`config.mk`:
```
export PLATFORM = sky130hd
export DESIGN_NAME = sap1_run_ctrl_flat
export DESIGN_NICKNAME = d
export VERILOG_FILES = /design/src/rtl/sap1_run_ctrl_pkg.sv /design/src/rtl/sap1_run_ctrl_if.sv /design/src/rtl/sap1_run_ctrl_ram_load_port.sv /design/src/rtl/sap1_run_ctrl.sv /design/src/flat_wrapper.sv
export SDC_FILE = /design/constraint.sdc
export NUM_CORES = 1
export LEC_CHECK = 0
export CAP_MARGIN = 30
export CORE_UTILIZATION = 35
export CTS_CLUSTER_SIZE = 24
export DETAILED_ROUTE_END_ITERATION = 6
export GPL_TIMING_DRIVEN = 0
export PLACE_DENSITY = 0.67
export SLEW_MARGIN = 20
export SYNTH_ARGS = -nofsm -noshare
export SYNTH_HDL_FRONTEND = slang
export SYNTH_SLANG_ARGS = --single-unit
```
`constraint.sdc`:
```
create_clock -name clk_i -period 3.29 [get_ports clk_i]
set_input_delay 0.658 -clock clk_i [delete_from_list [all_inputs] [get_ports clk_i]]
set_output_delay 0.658 -clock clk_i [all_outputs]
set_load 0.05 [all_outputs]
```
`src/rtl/sap1_run_ctrl_pkg.sv`:
```
// Shared constants and the sequencer state type for the SAP-1 run controller.
package sap1_run_ctrl_pkg;

  localparam int ADDR_W   = 4;
  localparam int DATA_W   = 8;
  localparam int T_STATES = 5;

  localparam logic [ADDR_W-1:0] HLT_OPCODE = 4'hF;
  localparam logic [2:0]        HLT_T      = 3'd2;
  localparam logic [2:0]        T_LAST     = 3'(T_STATES - 1);

  typedef enum logic [2:0] {
    S_IDLE,
    S_RUN,
    S_STEP,
    S_PAUSE,
    S_HALT,
    S_LD_WR,
    S_LD_ACK
  } state_e;

endpackage

```
`src/rtl/sap1_run_ctrl_if.sv`:
```
// Loader handshake and program-RAM write bus shared by the loader and the run controller.
interface sap1_run_ctrl_if;
  import sap1_run_ctrl_pkg::*;

  logic              ld_req;
  logic [ADDR_W-1:0] ld_addr;
  logic [DATA_W-1:0] ld_data;
  logic              ld_ack;
  logic              ram_sel;
  logic              ram_we;
  logic [ADDR_W-1:0] ram_addr;
  logic [DATA_W-1:0] ram_data;

  modport master (
    output ld_req, ld_addr, ld_data,
    input  ld_ack, ram_sel, ram_we, ram_addr, ram_data
  );

  modport slave (
    input  ld_req, ld_addr, ld_data,
    output ld_ack, ram_sel, ram_we, ram_addr, ram_data
  );

endinterface

```
`src/rtl/sap1_run_ctrl_ram_load_port.sv`:
```
// Loader side of the RAM arbiter: captures one write on start, strobes RAM_WE once,
// then holds LD_ACK until the loader drops its request.
module sap1_run_ctrl_ram_load_port
  import sap1_run_ctrl_pkg::*;
(
  input  logic              clk_i,
  input  logic              rst_i,
  input  logic              start_i,
  input  logic              ld_req_i,
  input  logic [ADDR_W-1:0] ld_addr_i,
  input  logic [DATA_W-1:0] ld_data_i,
  output logic              done_o,
  output logic              ld_ack_o,
  output logic              ram_sel_o,
  output logic              ram_we_o,
  output logic [ADDR_W-1:0] ram_addr_o,
  output logic [DATA_W-1:0] ram_data_o
);

  logic              we_q, we_d;
  logic              ack_q, ack_d;
  logic              sel_q, sel_d;
  logic [ADDR_W-1:0] addr_q, addr_d;
  logic [DATA_W-1:0] data_q, data_d;

  always_comb begin
    we_d   = 1'b0;
    ack_d  = ack_q;
    sel_d  = sel_q;
    addr_d = addr_q;
    data_d = data_q;
    if (start_i) begin
      we_d   = 1'b1;
      sel_d  = 1'b1;
      ack_d  = 1'b0;
      addr_d = ld_addr_i;
      data_d = ld_data_i;
    end else if (we_q) begin
      ack_d = 1'b1;
    end else if (ack_q && !ld_req_i) begin
      ack_d = 1'b0;
      sel_d = 1'b0;
    end
  end

  always_ff @(posedge clk_i or posedge rst_i) begin
    if (rst_i) begin
      we_q   <= 1'b0;
      ack_q  <= 1'b0;
      sel_q  <= 1'b0;
      addr_q <= '0;
      data_q <= '0;
    end else begin
      we_q   <= we_d;
      ack_q  <= ack_d;
      sel_q  <= sel_d;
      addr_q <= addr_d;
      data_q <= data_d;
    end
  end

  // Done is combinational so the main FSM leaves LD_ACK on the same edge RAM_SEL drops.
  assign done_o     = ack_q & ~ld_req_i;
  assign ld_ack_o   = ack_q;
  assign ram_sel_o  = sel_q;
  assign ram_we_o   = we_q;
  assign ram_addr_o = addr_q;
  assign ram_data_o = data_q;

endmodule

```
`src/rtl/sap1_run_ctrl.sv`:
```
// Run/halt/single-step sequencer for the SAP-1 core; gates the T-state counter and
// hands the program RAM to the external loader only while the CPU is stopped.
module sap1_run_ctrl
  import sap1_run_ctrl_pkg::*;
(
  input  logic              clk_i,
  input  logic              rst_i,
  input  logic              run_i,
  input  logic              step_i,
  input  logic              stop_i,
  input  logic [ADDR_W-1:0] opcode_i,
  input  logic [2:0]        t_cnt_i,
  output logic              cu_ce_o,
  output logic              cpu_clr_o,
  output logic              halted_o,
  output logic              running_o,
  sap1_run_ctrl_if.slave    ld_bus
);

  state_e state_q, state_d;
  logic   stop_pend_q, stop_pend_d;
  logic   cu_ce_q, cpu_clr_q, halted_q, running_q;
  logic   ld_start, ld_done;
  logic   boundary, hlt_hit;

  assign boundary = cu_ce_q && (t_cnt_i == T_LAST);
  assign hlt_hit  = cu_ce_q && (t_cnt_i == HLT_T) && (opcode_i == HLT_OPCODE);

  always_comb begin
    state_d     = state_q;
    stop_pend_d = stop_pend_q;
    ld_start    = 1'b0;
    case (state_q)
      S_IDLE, S_PAUSE: begin
        if (ld_bus.ld_req) begin
          state_d  = S_LD_WR;
          ld_start = 1'b1;
        end else if (run_i) begin
          state_d = S_RUN;
        end else if (step_i) begin
          state_d = S_STEP;
        end
      end
      S_RUN: begin
        if (hlt_hit) begin
          state_d = S_HALT;
        end else if (boundary && (stop_i || stop_pend_q)) begin
          state_d = S_PAUSE;
        end else if (stop_i) begin
          stop_pend_d = 1'b1;
        end
      end
      S_STEP: begin
        if (hlt_hit) begin
          state_d = S_HALT;
        end else if (boundary) begin
          state_d = S_PAUSE;
        end
      end
      S_HALT: begin
        if (ld_bus.ld_req) begin
          state_d  = S_LD_WR;
          ld_start = 1'b1;
        end else if (run_i) begin
          state_d = S_IDLE;
        end
      end
      S_LD_WR:  state_d = S_LD_ACK;
      S_LD_ACK: if (ld_done) state_d = S_IDLE;
      default:  state_d = S_IDLE;
    endcase
    // A pending STOP only belongs to the instruction currently running.
    if (state_d != S_RUN) stop_pend_d = 1'b0;
  end

  // Outputs are registered from the next state so they change on the deciding edge.
  always_ff @(posedge clk_i or posedge rst_i) begin
    if (rst_i) begin
      state_q     <= S_IDLE;
      stop_pend_q <= 1'b0;
      cu_ce_q     <= 1'b0;
      cpu_clr_q   <= 1'b1;
      halted_q    <= 1'b0;
      running_q   <= 1'b0;
    end else begin
      state_q     <= state_d;
      stop_pend_q <= stop_pend_d;
      cu_ce_q     <= (state_d == S_RUN) || (state_d == S_STEP);
      running_q   <= (state_d == S_RUN) || (state_d == S_STEP);
      cpu_clr_q   <= (state_d == S_IDLE) || (state_d == S_LD_WR) || (state_d == S_LD_ACK);
      halted_q    <= (state_d == S_HALT);
    end
  end

  sap1_run_ctrl_ram_load_port u_load_port (
    .clk_i      (clk_i),
    .rst_i      (rst_i),
    .start_i    (ld_start),
    .ld_req_i   (ld_bus.ld_req),
    .ld_addr_i  (ld_bus.ld_addr),
    .ld_data_i  (ld_bus.ld_data),
    .done_o     (ld_done),
    .ld_ack_o   (ld_bus.ld_ack),
    .ram_sel_o  (ld_bus.ram_sel),
    .ram_we_o   (ld_bus.ram_we),
    .ram_addr_o (ld_bus.ram_addr),
    .ram_data_o (ld_bus.ram_data)
  );

  assign cu_ce_o   = cu_ce_q;
  assign cpu_clr_o = cpu_clr_q;
  assign halted_o  = halted_q;
  assign running_o = running_q;

endmodule
```
`src/flat_wrapper.sv`:
```
// flat-port wrapper written by rule: the top's interface ports become plain ports
module sap1_run_ctrl_flat import sap1_run_ctrl_pkg::*;
  (clk_i, rst_i, run_i, step_i, stop_i, opcode_i, t_cnt_i, cu_ce_o, cpu_clr_o, halted_o, running_o, ld_bus_ld_req, ld_bus_ld_addr, ld_bus_ld_data, ld_bus_ld_ack, ld_bus_ram_sel, ld_bus_ram_we, ld_bus_ram_addr, ld_bus_ram_data);
  sap1_run_ctrl_if ld_bus_i ();
  input  logic clk_i;
  input  logic rst_i;
  input  logic run_i;
  input  logic step_i;
  input  logic stop_i;
  input  logic [ADDR_W-1:0] opcode_i;
  input  logic [2:0] t_cnt_i;
  output logic cu_ce_o;
  output logic cpu_clr_o;
  output logic halted_o;
  output logic running_o;
  input wire logic [$bits(ld_bus_i.ld_req)-1:0] ld_bus_ld_req;
  input wire logic [$bits(ld_bus_i.ld_addr)-1:0] ld_bus_ld_addr;
  input wire logic [$bits(ld_bus_i.ld_data)-1:0] ld_bus_ld_data;
  output wire logic [$bits(ld_bus_i.ld_ack)-1:0] ld_bus_ld_ack;
  output wire logic [$bits(ld_bus_i.ram_sel)-1:0] ld_bus_ram_sel;
  output wire logic [$bits(ld_bus_i.ram_we)-1:0] ld_bus_ram_we;
  output wire logic [$bits(ld_bus_i.ram_addr)-1:0] ld_bus_ram_addr;
  output wire logic [$bits(ld_bus_i.ram_data)-1:0] ld_bus_ram_data;
  assign ld_bus_i.ld_req = ld_bus_ld_req;
  assign ld_bus_i.ld_addr = ld_bus_ld_addr;
  assign ld_bus_i.ld_data = ld_bus_ld_data;
  assign ld_bus_ld_ack = ld_bus_i.ld_ack;
  assign ld_bus_ram_sel = ld_bus_i.ram_sel;
  assign ld_bus_ram_we = ld_bus_i.ram_we;
  assign ld_bus_ram_addr = ld_bus_i.ram_addr;
  assign ld_bus_ram_data = ld_bus_i.ram_data;
  sap1_run_ctrl u_core (.clk_i(clk_i), .rst_i(rst_i), .run_i(run_i), .step_i(step_i), .stop_i(stop_i), .opcode_i(opcode_i), .t_cnt_i(t_cnt_i), .cu_ce_o(cu_ce_o), .cpu_clr_o(cpu_clr_o), .halted_o(halted_o), .running_o(running_o), .ld_bus(ld_bus_i));
endmodule
```
### After elaboration in Yosys (flattened, before gate mapping)

Cells that the tools add are included.

| storage, ports and cells | value |
|---|---|
| bits in writable memories | 0 |
| bits in read-only memories | 0 |
| memories | 0 |
| logic and storage cells | 74 |
| bits in latches | 0 |
| output and inout port bits | 19 |
| input bits | 25 |
| register bits | 22 |

| cells by class | value |
|---|---|
| bitwise operators | 2 |
| shift-type cells | 0 |
| multiply operators | 0 |
| add/sub/neg operators | 0 |
| reductions and logical operators | 20 |
| muxes and demuxes | 24 |
| $lt $le $gt $ge | 0 |
| eq/ne operators | 18 |
| div/mod/pow operators | 0 |

Operators by type and width:

| operator | number |
|---|---|
| 2-to-1 mux 3 bit | 10 |
| == test 3 bit, second input constant | 7 |
| one-hot mux 3 bit (6 select lines) | 1 |
| 2-to-1 mux 1 bit | 13 |
| == test 3 x 2 -> 1 bit, second input constant | 4 |
| == test 3 x 1 -> 1 bit, second input constant | 2 |
| zero test 3 bit | 2 |
| nonzero test 2 bit | 3 |
| logical AND 1 bit | 5 |
| == test 4 bit, second input constant | 1 |
| logical OR 1 bit | 4 |
| != test 2 bit, second input constant | 2 |
| AND reduction 4 bit | 1 |
| != test 3 x 1 -> 1 bit, second input constant | 1 |
| nonzero test 3 bit | 1 |
| OR reduction 3 bit | 1 |
| != test 2 x 1 -> 1 bit, second input constant | 1 |
| AND reduction 2 bit | 1 |
| OR reduction 2 bit | 1 |
| AND 1 bit | 1 |
| zero test 1 bit | 1 |
| NOT 1 bit | 1 |

### Logic depth before layout (Yosys ltp)

Gate-level depths: netlist (run 1).

| depth | value |
|---|---|
| depth after elaboration | 9 |
| depth in mapped cells | 7 |
| depth with buffers taken out | 5 |

### Modules after synthesis

Synthesis (run 1) repeated with hierarchy kept, for this count alone.

| unflattened totals | value |
|---|---|
| cell total of the unflattened synthesis | 91 |
| area total of the unflattened synthesis | 1122.3 um^2 |

Modules (own cells, without submodules):

| module | cells each | sequential area each (um^2) | times used | area each (um^2) |
|---|---|---|---|---|
| sap1_run_ctrl_ram_load_port | 36 | 375.4 | 1 | 599.3 |
| sap1_run_ctrl | 55 | 176.4 | 1 | 523.0 |

### Least setup slack after synthesis (run 1)

OpenSTA, ideal clock, no wires.

| timing | value |
|---|---|
| path type | input to register |
| from | in ld_bus_ld_req |
| to | reg u_core.stop_pend_q |
| arrival | 1858 ps |
| path buffers | 1 |
| stages on the path | 6 |
| required time | 3210 ps |
| setup time | 80 ps |
| slack | 1351 ps |
| cell sequence | clkbuf_1 > nor2b_1 > o31ai_1 > a222oi_1 > nand2_1 > nor3_2 |

| between the ends | value |
|---|---|
| cells in the longest elaborated chain, start to end | 7 |

Ends and longest elaborated chain:

| item | RTL line | RTL |
|---|---|---|
| from (decl) | flat_wrapper.sv:16 | `input wire logic [$bits(ld_bus_i.ld_req)-1:0] ld_bus_ld_req;` |
| NOT 1 bit | sap1_run_ctrl_ram_load_port.sv:63 | `assign done_o = ack_q & ~ld_req_i;` |
| AND 1 bit | sap1_run_ctrl_ram_load_port.sv:63 |  |
| 2-to-1 mux 3 bit | sap1_run_ctrl.sv:69 | `S_LD_ACK: if (ld_done) state_d = S_IDLE;` |
| one-hot mux 3 bit (6 select lines) (*) | sap1_run_ctrl.sv:33 | `case (state_q)` |
| != test 3 x 1 -> 1 bit (*) | sap1_run_ctrl.sv:73 | `if (state_d != S_RUN) stop_pend_d = 1'b0;` |
| != test 2 bit (no line) / nonzero test 2 bit (equally long branches) | - |  |
| AND reduction 4 bit (no line) | - |  |
| to (signal assigned) | sap1_run_ctrl.sv:87 | `stop_pend_q <= stop_pend_d;` |
| to (decl) | sap1_run_ctrl.sv:21 | `logic stop_pend_q, stop_pend_d;` |

Every way passes the cells marked *; elsewhere a longest branch is shown, timed or not.
A chain may end at the register's enable or synchronous reset.

### Worst setup path after layout (run 1)

| timing | value |
|---|---|
| from | reg u_core.cpu_clr_q (netlist: u_core.cpu_clr_o) |
| to | out cpu_clr_o |

RTL lines:

| item | RTL line | RTL |
|---|---|---|
| from (decl) | sap1_run_ctrl.sv:22 | `logic cu_ce_q, cpu_clr_q, halted_q, running_q;` |
| from (signal assigned) | sap1_run_ctrl.sv:90 | `cpu_clr_q <= (state_d == S_IDLE) \|\| (state_d == S_LD_WR) \|\| (state_d == S_LD_ACK);` |
| to (decl) | flat_wrapper.sv:13 | `output logic cpu_clr_o;` |

No word-level cell between the ends.

==> out/qor_table.md, run 1 <==
| Result | This run | Unit |
| --- | --- | --- |
| Vias | 876 | - |
| Post-synthesis xor/xnor area fraction | 0 | % |
| Die extent in y | 57.4 | um |
| Clock skew | 0.00600 | ns |
| Final Wtd Congestion | 0.734 | - |
| Number of flops mapped to enable cells by yosys | 0 | - |
| Slew at the pin with the worst max-slew slack | 0.803 | ns |
| Buffers from clock root to sink, at most | 2 | - |
| Remaining antenna violation count | 0 | - |
| Slowest cell on the critical path | sky130_fd_sc_hd__clkdlybuf4s50_1 | - |
| Share of post-route cells with drive strength above 1 | 16.4 | % |
| Outcome | finished, violations left | - |
| Die Wd | 57.4 | um |
| Count of instances resized after the clock tree is built | 0 | - |
| Starting Density | 38.0 | % |
| Reg clk slew, reported paths | 0.11 | ns |
| Number of port buffers | 42 | - |
| Post-synthesis compound-gate area fraction | 13.0 | % |
| Largest fanout of any net on the critical path | 1 | - |
| Insertion delay to the later sink of the worst-skew pair | 0.30 | ns |
| Total GRT Usage | 13.5 | % |
| Estimated wirelength of the detail-placed design | 1630 | um |
| Average wire per cell in the routed design | 12.6 | um |
| Antenna violations before repair | 0 | - |
| Slew Viols, Final | 0 | - |
| Setup repair after global routing missed its margin | no | - |
| Maximum Capacitance Violations | 0 | - |
| Critical path class | flop to output pin | - |
| Vias in the first global route | 842 | - |
| Number of nets in the final layout | 166 | - |
| Wire length of the first global-routing pass | 3530 | um |
| Total wire length after detailed routing | 2150 | um |
| Number of vias per cell | 5.12 | - |
| Setup Buffers After CTS | 0 | - |
| Setup Slack @ Placement | 0.648 | ns |
| Netlist area before placement | 1080 | um^2 |
| Drt first-iter violations | 12 | - |
| Ant. Diodes | 0 | - |
| Warning count from the yosys run | 0 | - |
| Syn_area_per_cell | 11.4 | um^2 |
| Post-route setup TNS | 0 | ns |
| Worst min path class | flop to flop | - |
| Post-cts hold buffer count | 0 | - |
| Combinational family with the most area after synthesis | simple AND/OR/NAND/NOR gates | - |
| Number of standard-cell rows in the floorplan | 19 | - |
| Endpoints failing setup | 0 | - |
| Clock tree from TritonCTS | done | - |
| 1st-pass router iterations | 6 | - |
| Maximum level of the CTS H-tree | 1 | - |
| Num CTS Buffers | 3 | - |
| Num ports | 44 | - |
| Most common cell after layout, fill and taps aside | sky130_fd_sc_hd__clkdlybuf4s50_1 | - |
| Final worst setup slack | 0.999 | ns |
| Post-Syn Instances | 94 | - |
| Simple-gate share of the synthesized area | 16.4 | % |
| Total power density per cell area | 1080 | nW/um^2 |
| Area of the placeable core | 2830 | um^2 |
| Count of clock tree sinks | 22 | - |
| Total Die Area | 3300 | um^2 |
| Endpoint type of the worst setup path | output pin | - |
| Arrival time of data at the critical path endpoint | 1.63 | ns |
| Period utilization | 69.6 | % |
| Stage delay of the slowest cell on the critical path | 0.80 | ns |
| Synthesized Nets | 119 | - |
| Synthesis-to-finish area growth | 45.1 | % |
| Synthesized-area fraction occupied by adder cells | 0 | % |
| IR Drop Worst-Case VDD | 608 | uV |
| Hold Violations, Final | 0 | - |
| Largest net degree at the start of global routing | 23 | - |
| Commonest non-fill, non-tap cells in the layout | sky130_fd_sc_hd__clkdlybuf4s50_1, sky130_fd_sc_hd__dfrtp_1, sky130_fd_sc_hd__mux2_2 | - |
| Cell family with most CP delay | buffers and inverters | - |
| Category of the worst setup path launch point | flop | - |
| Async set-or-reset flop fraction in the synthesized netlist | 100 | % |
| Sequential element share of the synthesized area | 51.3 | % |
| Root Buffer Master | sky130_fd_sc_hd__clkbuf_4 | - |
| Slew HR | 46.4 | % |
| Remaining global-route overflow | 0 | - |
| Violations in the final reports | design-rule violations | - |
| Leakage power total | 0.662 | nW |
| Min cycle time layout | 2.29 | ns |
| Critical path buffers and inverters | 1 | - |
| Critical Path RT | 2.63 | ns |
| Number of remaining DRC errors | 2 | - |
| Critical-path cell list | clkdlybuf4s50_1 | - |
| Fraction of synthesized area in multiplexers | 13.5 | % |
| Count of different cell masters after synthesis | 35 | - |
| Peak clock frequency supported by timing | 0.437 | GHz |
| Most frequently used flop master after synthesis | sky130_fd_sc_hd__dfrtp_1 | - |
| Synth Register Bits | 22 | - |
| Smallest hold slack | 0.516 | ns |
[where the power goes]
group	leakage (nW)	switching, W	internal [W]	total, W
combinational	0.383	0.000650	0.000433	0.00108
clock	0.0150	0.0000757	0.0000472	0.000123
sequential	0.263	0.0000717	0.000401	0.000473
[synth_stat cells (2+ instances only)]
cell / n / area share [%]
sky130_fd_sc_hd__and4b_1: 2 / 1.9
sky130_fd_sc_hd__mux2_2: 12 / 13
sky130_fd_sc_hd__a21o_1: 2 / 1.4
sky130_fd_sc_hd__nand2b_1: 4 / 2.3
sky130_fd_sc_hd__a211oi_1: 2 / 1.4
sky130_fd_sc_hd__buf_2: 2 / 0.93
sky130_fd_sc_hd__o31ai_1: 2 / 1.4
sky130_fd_sc_hd__a221o_1: 2 / 1.9
sky130_fd_sc_hd__a21oi_1: 2 / 0.93
sky130_fd_sc_hd__o21ai_0: 2 / 0.93
sky130_fd_sc_hd__nor2_1: 8 / 2.8
sky130_fd_sc_hd__buf_6: 2 / 2.1
sky130_fd_sc_hd__inv_1: 5 / 1.7
sky130_fd_sc_hd__nand2_1: 5 / 1.7
sky130_fd_sc_hd__and2_1: 2 / 1.2
sky130_fd_sc_hd__dfrtp_1: 21 / 49
[cell type report]
type	count	area [um^2]
clock buffer	4	26.3
fill	268	1270
sequential	22	552
multi-input combinational	61	462
tap	31	38.8
timing repair buffer	42	420
buffer	6	43.8
inverter	5	18.8
[per-stage QoR]
stage | cell area (um^2) | utilization, % | total power, W | instances
floorplan | 1080 | - | 0.00124 | 94
finish | 1560 | 55.2 | 0.00168 | 171
global route | 1560 | 55.2 | 0.00177 | 171
detailed placement | 1540 | 54.3 | 0.00157 | 167
global placement | 1540 | 54.3 | 0.00156 | 167
CTS | 1560 | 55.2 | 0.00170 | 171
[flip-flops by register name, summed over array words and instances, names as in the netlist]
name / flops
u_core.u_load_port.ram_data_o: 8
u_core.stop_pend_q: 1
u_core.u_load_port.ram_sel_o: 1
u_core.cpu_clr_o: 1
u_core.halted_o: 1
u_core.running_o: 1
u_core.state_q: 3
u_core.u_load_port.ram_addr_o: 4
u_core.u_load_port.ld_ack_o: 1
u_core.u_load_port.ram_we_o: 1
[worst paths after layout]
kind | from | endpoint | slack, ns | cells after the start
worst max register to register | u_core.state_q[0] | u_core.running_o | 1.35 | 7
worst min register to register | u_core.u_load_port.ram_addr_o[2] | u_core.u_load_port.ram_addr_o[2] | 0.52 | 1
max in group asynchronous | rst_i | u_core.state_q[1] | 1.99 | 2
worst max-delay path | u_core.cpu_clr_o | cpu_clr_o | 1.0 | 1
worst min-delay path | u_core.u_load_port.ram_addr_o[2] | u_core.u_load_port.ram_addr_o[2] | 0.52 | 1
min in group asynchronous | rst_i | u_core.u_load_port.ram_data_o[3] | 0.80 | 2
[logic make-up after synthesis]
kind of cell,after synthesis
and+or+nand+nor,30
DFF,22
AOI/OAI and AO/OA,18
muxes,13
buffers and inverters,11
[worst register-to-register path, stage by stage, from the launching register on]
cell                        delay [ns]
sky130_fd_sc_hd__dfrtp_1          0.39
sky130_fd_sc_hd__buf_6            0.13
sky130_fd_sc_hd__or3b_1           0.40
sky130_fd_sc_hd__a2111oi_2        0.34
sky130_fd_sc_hd__a221o_1          0.20
sky130_fd_sc_hd__or2_1            0.12
sky130_fd_sc_hd__buf_6            0.11
sky130_fd_sc_hd__mux2i_1          0.17
[per-layer routing]
| layer | track usage, % | vias up | share of wire (%) |
|---|---|---|---|
| li1 | - | 423 | - |
| met1 | 18.0 | 418 | 47 |
| met2 | 21.1 | 33 | 44 |
| met3 | 3.63 | 2 | 8.4 |
| met4 | 4.88 | 0 | 0.33 |
| met5 | 0 | - | 0 |
(Power assumes the default switching activity.)
==> run 2, diff against run 1 <==
clock period = 2.4 ns   (was 3.29 ns; I/O delays follow)
==> results of run 2 <==
The final DEF is identical to that of run 1. Status: finished, violations left: design-rule violations.
Among the figures that moved: setup slack after placement 0.648 ns -> -0.0641 ns; setup slack after layout 0.999 ns -> 0.287 ns; register-to-register setup slack 1.35 ns -> 0.46 ns; total power 0.00168 W -> 0.00230 W; worst IR drop on VDD 608 uV -> 834 uV
